File: src/rtl/timeset_ctrl.sv
// Time-set controller: debounces the mode/add buttons, runs the RUN/SET_MIN/SET_HOUR
// mode machine and gates the counter advance, clear and blink signals for the clock.
module timeset_ctrl #(
    parameter int DB_CYCLES    = 1000000,
    parameter int REPEAT_DELAY = 50000000,
    parameter int REPEAT_RATE  = 10000000,
    parameter int TIMEOUT_S    = 30
) (
    input  logic       clk,
    input  logic       reset,
    input  logic       button0,
    input  logic       button1,
    input  logic       clk_1s_tick,
    input  logic       carry_m,
    input  logic       carry_h,
    output logic       sec_en,
    output logic       inc_m,
    output logic       inc_h,
    output logic       clr_s,
    output logic [1:0] mod,
    output logic       blink
);

    localparam int DB_W  = $clog2(DB_CYCLES + 1);
    localparam int RPT_W = $clog2(REPEAT_DELAY + 1);
    localparam int TMO_W = $clog2(TIMEOUT_S + 1);

    // After each repeat the counter reloads so the next fire lands REPEAT_RATE cycles later.
    localparam logic [RPT_W-1:0] RPT_FIRE   = RPT_W'(REPEAT_DELAY);
    localparam logic [RPT_W-1:0] RPT_RELOAD = RPT_W'(REPEAT_DELAY - REPEAT_RATE + 1);

    typedef enum logic [1:0] {
        ST_RUN      = 2'b00,
        ST_SET_MIN  = 2'b01,
        ST_SET_HOUR = 2'b10
    } state_t;

    logic [1:0] btn_raw;
    logic [1:0] btn_level;
    logic [1:0] btn_press;

    assign btn_raw = {button1, button0};

    generate
        for (genvar gi = 0; gi < 2; gi++) begin : g_btn
            logic            sync1_q, sync1_d;
            logic            sync2_q, sync2_d;
            logic            db_q, db_d;
            logic            db_prev_q, db_prev_d;
            logic [DB_W-1:0] cnt_q, cnt_d;

            always_comb begin
                sync1_d   = btn_raw[gi];
                sync2_d   = sync1_q;
                db_prev_d = db_q;
                db_d      = db_q;
                cnt_d     = '0;
                if (sync2_q != db_q) begin
                    if (cnt_q == DB_W'(DB_CYCLES - 1)) begin
                        db_d = sync2_q;
                    end else begin
                        cnt_d = cnt_q + DB_W'(1);
                    end
                end
            end

            always_ff @(posedge clk) begin
                if (!reset) begin
                    sync1_q   <= 1'b0;
                    sync2_q   <= 1'b0;
                    db_q      <= 1'b0;
                    db_prev_q <= 1'b0;
                    cnt_q     <= '0;
                end else begin
                    sync1_q   <= sync1_d;
                    sync2_q   <= sync2_d;
                    db_q      <= db_d;
                    db_prev_q <= db_prev_d;
                    cnt_q     <= cnt_d;
                end
            end

            assign btn_level[gi] = db_q;
            assign btn_press[gi] = db_q & ~db_prev_q;
        end
    endgenerate

    state_t             state_q, state_d;
    logic [TMO_W-1:0]   tmo_cnt_q, tmo_cnt_d;
    logic [RPT_W-1:0]   rpt_cnt_q, rpt_cnt_d;
    logic               sec_en_q, sec_en_d;
    logic               inc_m_q, inc_m_d;
    logic               inc_h_q, inc_h_d;
    logic               clr_s_q, clr_s_d;
    logic               blink_q, blink_d;

    logic in_set;
    logic any_press;
    logic tmo_evt;
    logic rpt_evt;
    logic state_chg;
    logic add_evt;

    always_comb begin
        in_set    = (state_q != ST_RUN);
        any_press = |btn_press;
        // A press in the terminal-count cycle restarts the timer instead of timing out.
        tmo_evt   = in_set && clk_1s_tick && (tmo_cnt_q == TMO_W'(TIMEOUT_S - 1)) && !any_press;
        rpt_evt   = in_set && btn_level[1] && (rpt_cnt_q == RPT_FIRE);

        state_d = state_q;
        if (btn_press[0]) begin
            case (state_q)
                ST_RUN:     state_d = ST_SET_MIN;
                ST_SET_MIN: state_d = ST_SET_HOUR;
                default:    state_d = ST_RUN;
            endcase
        end else if (tmo_evt) begin
            state_d = ST_RUN;
        end
        state_chg = (state_d != state_q);

        // Any mode change swallows a coinciding add, whether press or repeat.
        add_evt = in_set && (btn_press[1] || rpt_evt) && !state_chg;

        tmo_cnt_d = tmo_cnt_q;
        if (!in_set || state_chg || any_press) begin
            tmo_cnt_d = '0;
        end else if (clk_1s_tick) begin
            tmo_cnt_d = tmo_cnt_q + TMO_W'(1);
        end

        rpt_cnt_d = rpt_cnt_q + RPT_W'(1);
        if (!in_set || state_chg || !btn_level[1]) begin
            rpt_cnt_d = '0;
        end else if (rpt_cnt_q == RPT_FIRE) begin
            rpt_cnt_d = RPT_RELOAD;
        end

        sec_en_d = (state_d == ST_RUN);
        inc_m_d  = (state_q == ST_RUN) ? carry_m : ((state_q == ST_SET_MIN) && add_evt);
        inc_h_d  = (state_q == ST_RUN) ? carry_h : ((state_q == ST_SET_HOUR) && add_evt);
        clr_s_d  = in_set && (state_d == ST_RUN);

        blink_d = blink_q;
        if (state_d == ST_RUN) begin
            blink_d = 1'b0;
        end else if (state_chg) begin
            blink_d = 1'b1;
        end else if (clk_1s_tick) begin
            blink_d = ~blink_q;
        end
    end

    always_ff @(posedge clk) begin
        if (!reset) begin
            state_q   <= ST_RUN;
            tmo_cnt_q <= '0;
            rpt_cnt_q <= '0;
            sec_en_q  <= 1'b1;
            inc_m_q   <= 1'b0;
            inc_h_q   <= 1'b0;
            clr_s_q   <= 1'b0;
            blink_q   <= 1'b0;
        end else begin
            state_q   <= state_d;
            tmo_cnt_q <= tmo_cnt_d;
            rpt_cnt_q <= rpt_cnt_d;
            sec_en_q  <= sec_en_d;
            inc_m_q   <= inc_m_d;
            inc_h_q   <= inc_h_d;
            clr_s_q   <= clr_s_d;
            blink_q   <= blink_d;
        end
    end

    assign mod    = state_q;
    assign sec_en = sec_en_q;
    assign inc_m  = inc_m_q;
    assign inc_h  = inc_h_q;
    assign clr_s  = clr_s_q;
    assign blink  = blink_q;

endmodule

File: config.mk
export PLATFORM = sky130hd
export DESIGN_NAME = timeset_ctrl
export DESIGN_NICKNAME = d
export VERILOG_FILES = /design/src/rtl/timeset_ctrl.sv
export SDC_FILE = /design/constraint.sdc
export NUM_CORES = 1
export LEC_CHECK = 0
export BUFFER_PORTS_ARGS = -buffer_cell sky130_fd_sc_hd__buf_2
export CAP_MARGIN = 20
export CORE_UTILIZATION = 50
export DETAILED_ROUTE_END_ITERATION = 10
export PLACE_DENSITY = 0.67
export SYNTH_ARGS = -nofsm -noshare
export SYNTH_HDL_FRONTEND = slang
export SYNTH_SLANG_ARGS = --single-unit
File: constraint.sdc
create_clock -name clk -period 2.6 [get_ports clk]
set_clock_uncertainty 0.2 [all_clocks]
set_input_delay 0.13 -clock clk [delete_from_list [all_inputs] [get_ports clk]]
set_output_delay 0.13 -clock clk [all_outputs]
set_load 0.005 [all_outputs]
Word level (Yosys, flattened, before mapping)
Cells that the tools add are included.
{ "classes": {"addsub": 4, "eq_ne": 9, "mux": 8, "bitwise_logic": 8, "reduce_logical": 31} }
{ "op_table": {"columns": ["operator", "count"], "rows": [
  ["20-bit by 1-bit adder with 20-bit output, second input constant", 2],
  ["20-bit equality test, second input constant", 2],
  ["26-bit by 1-bit adder with 26-bit output, second input constant", 1],
  ["26-bit equality test, second input constant", 1],
  ["26-bit 2-to-1 mux", 1],
  ["1-bit logical AND", 10],
  ["3-bit OR reduction", 3],
  ["2-bit OR reduction", 4],
  ["1-bit inverter", 6],
  ["5-bit by 1-bit adder with 5-bit output, second input constant", 1],
  ["5-bit equality test, second input constant", 1],
  ["1-bit zero test", 4],
  ["2-bit zero test", 2],
  ["1-bit logical OR", 4],
  ["1-bit 2-to-1 mux", 4],
  ["2-bit 2-to-1 mux", 2],
  ["2-bit case mux with 2 select lines", 1],
  ["2-bit AND reduction", 2],
  ["2-bit nonzero test", 2],
  ["1-bit bitwise AND", 2],
  ["2-bit by 1-bit equality test with 1-bit output, second input constant", 1],
  ["2-bit equality test, second input constant", 1],
  ["1-bit != test", 2],
  ["2-bit != test", 1]
]} }
{ "word_totals": {"register_bits": 86, "in_bits": 7, "wordCells": 79} }

Longest topological paths before layout
{ "depth": {"word_depth": 12, "mapped_depth": 8} }

Least setup slack after synthesis
No wires, ideal clock.
{ "synth_timing": {"path_kind": "register to register", "start": "register rpt_cnt_q[13]", "end": "register rpt_cnt_q[24]", "setup_ns": 0.080, "t_arrival_ns": 1.855, "required_ns": 2.320, "path_slack_ns": 0.465, "stages_incl_launch_ff": 7, "synth_period_minus_slack_ns": 2.135, "path_cell_list": "dfxtp_1 -> buf_4 -> nand4_1 -> or4_1 -> buf_2 -> or4_4 -> a211oi_2"} }
{ "synth_via": {"elab_chain_len": 2, "word_cells_on_any_way": 3} }
{ "synth_rtl": {"columns": ["item", "line_no", "text"], "rows": [
  ["start: declaration", "90", "logic [RPT_W-1:0] rpt_cnt_q, rpt_cnt_d;"],
  ["start signal: assignment", "168", "rpt_cnt_q <= rpt_cnt_d;"],
  ["branches (longest 2 deep; another with 26-bit by 1-bit adder with 26-bit output)", null, null]
]} }
Parallel ways; which one is timed is not known.
A chain may end at the register's enable or synchronous reset.

Final worst setup path
Same ends and word-level chain as after synthesis.

==> flow_summary.ini <==
[floorplanning]
core_area_um2 = 7410
die_w_um = 90.6
ios = 14
num_rows = 31
start_util_pct = 53.0
die-area_um2 = 8220
fp.dieH_um = 90.6

[sta]
slew_headroom_pct = 65.2
finalCritPeriodShare_pct = 88.9
fin_setup_tns_ns = 0
whs_ns = 0.246
min_period_ns = 2.31
tightest_slew_ns = 0.518
hold_violations = 0
maxSlewViolCount = 0
finalSetupViolCount = 0
max_freq_mhz = 432
rsz0062_at_grt = no

[clock_network]
clock-sinks = 86
cts_made_buffers = 9
clkTransAtPathRegs_ns = 0.08
root_buffer = clkbuf_8
clockBufferDepth = 2
cts-resized-gates = 0
worstSkewPairLatency_ns = 0.36
htree_levels = 3
cts_tree = built

[synth]
syn_area_um2 = 3930
synth_seq_area_share_pct = 43.8
syn_avg_cell_area_um2 = 8.73
synth_warnings = 0
ys.flop_type = dfxtp_1
synth_cells = 450
syn-num-nets = 463
synth_async_sr_flop_share_pct = 0
synth_edf_count = 0
ys_types = 45
synth_seq_cells = 86

[worst_setup_path]
r2r_start = rpt_cnt_q[13]
crit_type = flip-flop to flip-flop
cp.arrival_ns = 2.40
crit_path_end_kind = flip-flop
critPathLaunch = rpt_cnt_q[13]
start_kind = flip-flop
path_max_fanout = 10
required_ns = 2.68

[worst_hold_path]
hp-class = flip-flop to flip-flop
min_from = g_btn[0].cnt_q[0]

[layout]
nNetsFinal = 484
diodes = 0
area_delta_synth_final_pct = 11.2
drive_above_1_share_pct = 8.61

[power_and_ir_drop]
clkPwrFrac_pct = 40.8
intPower_uw = 1790
pwr-share-seq_pct = 57.5
power.static_leakage_uw = 0.00131
ir_worst_vdd_mv = 0.285
combPwrFrac_pct = 1.7
switchingPower_uw = 511
pwr_density_cell_nw_per_um2 = 527
switching_share_pct = 22.2

[global_route]
grt_usage_pct = 20.4
overflow = 0
grt_pass1_vias = 3123
antenna_found_initial = 0
grt_pass1_wl_um = 13800
grt_max_degree = 25

[drt]
ant_nets = 0
drt_wl_total_um = 7680
drt-wirelength-per-cell_um = 13.3
drt_iter0_markers = 163
drc = 0
vias_per_cell = 5.65
firstDrtPassIters = 4
vias = 3247

[run]
maxCapViolCount = 0

[placement]
routabilityCongestion = 0.767
dp_hpwl_um = 5270
port_buffers = 13

[run_status]
status = complete, no violations
## cell usage in the layout (no fill, tap or decap), drive strengths merged, types with 17 or more instances in the layout
cell type | synthesis | final
nand3 | 33 | 33
nand2 | 26 | 26
or4 | 19 | 19
nor2 | 40 | 40
dfxtp | 86 | 86
xor2 | 21 | 21
inv | 16 | 17
nor3 | 17 | 17
buf | 6 | 18
xnor2 | 20 | 20
a21oi | 24 | 24
## final timing paths
check / end / slack, ns / cells after the start
setup / recovery: rpt_cnt_q[24] / 0.29 / 4
hold / removal: g_btn[0].cnt_q[0] / 0.25 / 1
setup reg to reg: rpt_cnt_q[24] / 0.29 / 4
hold reg to reg: g_btn[0].cnt_q[0] / 0.25 / 1
## per-stage QoR
stage / area [um^2] / utilization, % / setup WS (ns) / cells / total power, uW
3_5_place_dp: 4070 / 54.9 / 0.312 / 549 / 1380
4_1_cts: 4370 / 59.0 / 0.296 / 575 / 2330
3_3_place_gp: 4070 / 54.9 / 0.346 / 549 / 1380
6_report: 4370 / 59.0 / 0.288 / 575 / 2300
5_1_grt: 4370 / 59.0 / 0.180 / 575 / 2380
2_1_floorplan: 3930 / - / 0.465 / 450 / 1370
## synth_stat cells (12+ instances only)
cell / n / share of area (%)
or4_1: 18 / 3.4
o21ai_0: 13 / 1.7
nor2_1: 40 / 3.8
xor2_1: 21 / 4.7
nand3_1: 32 / 4.1
inv_1: 16 / 1.5
dfxtp_1: 86 / 44
clkbuf_1: 12 / 1.1
o31ai_1: 16 / 3.1
nand2_1: 26 / 2.5
xnor2_1: 20 / 4.5
a21oi_1: 24 / 3.1
nand4_1: 16 / 2.5
nor3_1: 17 / 2.2
## power groups by stage
stage | Clock [uW] | Sequential (uW) | Combinational (uW)
3_5_place_dp | 0 | 1360 | 27.2
4_1_cts | 971 | 1320 | 38.5
5_1_grt | 1020 | 1330 | 42.6
6_report | 941 | 1320 | 38.5
2_1_floorplan | 0 | 1350 | 15.5
3_3_place_gp | 0 | 1360 | 27.1
## cell type report
| type | instances | area, um^2 |
|---|---|---|
| sequential | 86 | 1720 |
| clock inverter | 6 | 71.3 |
| clock buffer | 10 | 128 |
| timing repair buffer | 28 | 203 |
| tap | 99 | 124 |
| fill | 681 | 3040 |
| inverter | 16 | 60.1 |
| multi-input combinational | 330 | 2060 |
## sequential cells by signal, summed over array words and instances, names as in the netlist, 2 cells and up
register and count:
mod 2, g_btn.db_prev_d 2, g_btn.db_prev_q 2, g_btn.cnt_q 40, rpt_cnt_q 26, g_btn.sync1_q 2, tmo_cnt_q 5, g_btn.sync2_q 2
## what timing repair did
item | CTS | global route
buffers inserted | 0 | 0
hold buffers | 10 | 0
endpoints found under the hold margin | 16 | 0
## cell families (layout without fill, tap and decap cells)
logic type	count (synthesis)	after routing	synth area share, %
muxes	2	2	0.510
DFF	86	86	43.8
buffers and inverters	34	60	3.73
AOI/OAI and AO/OA	68	68	10.7
xor gates and xnor gates	41	41	9.14
and+or+nand+nor	213	213	30.2
adders and majority gates	6	6	1.91
## layer usage
metal  part of all wire, %  GRT usage, %
met5                     0             0
met4                   1.2          7.66
met3                   3.0          4.29
met2                    46          34.0
met1                    49          25.8
## critical path, stage by stage (launching register included)
cell and delay [ns]:
dfxtp_1 0.44, nand4_1 0.15, or4_1 0.71, or4_4 0.54
a211oi_2 0.21
Note: power is estimated with default switching activity, not from simulation.
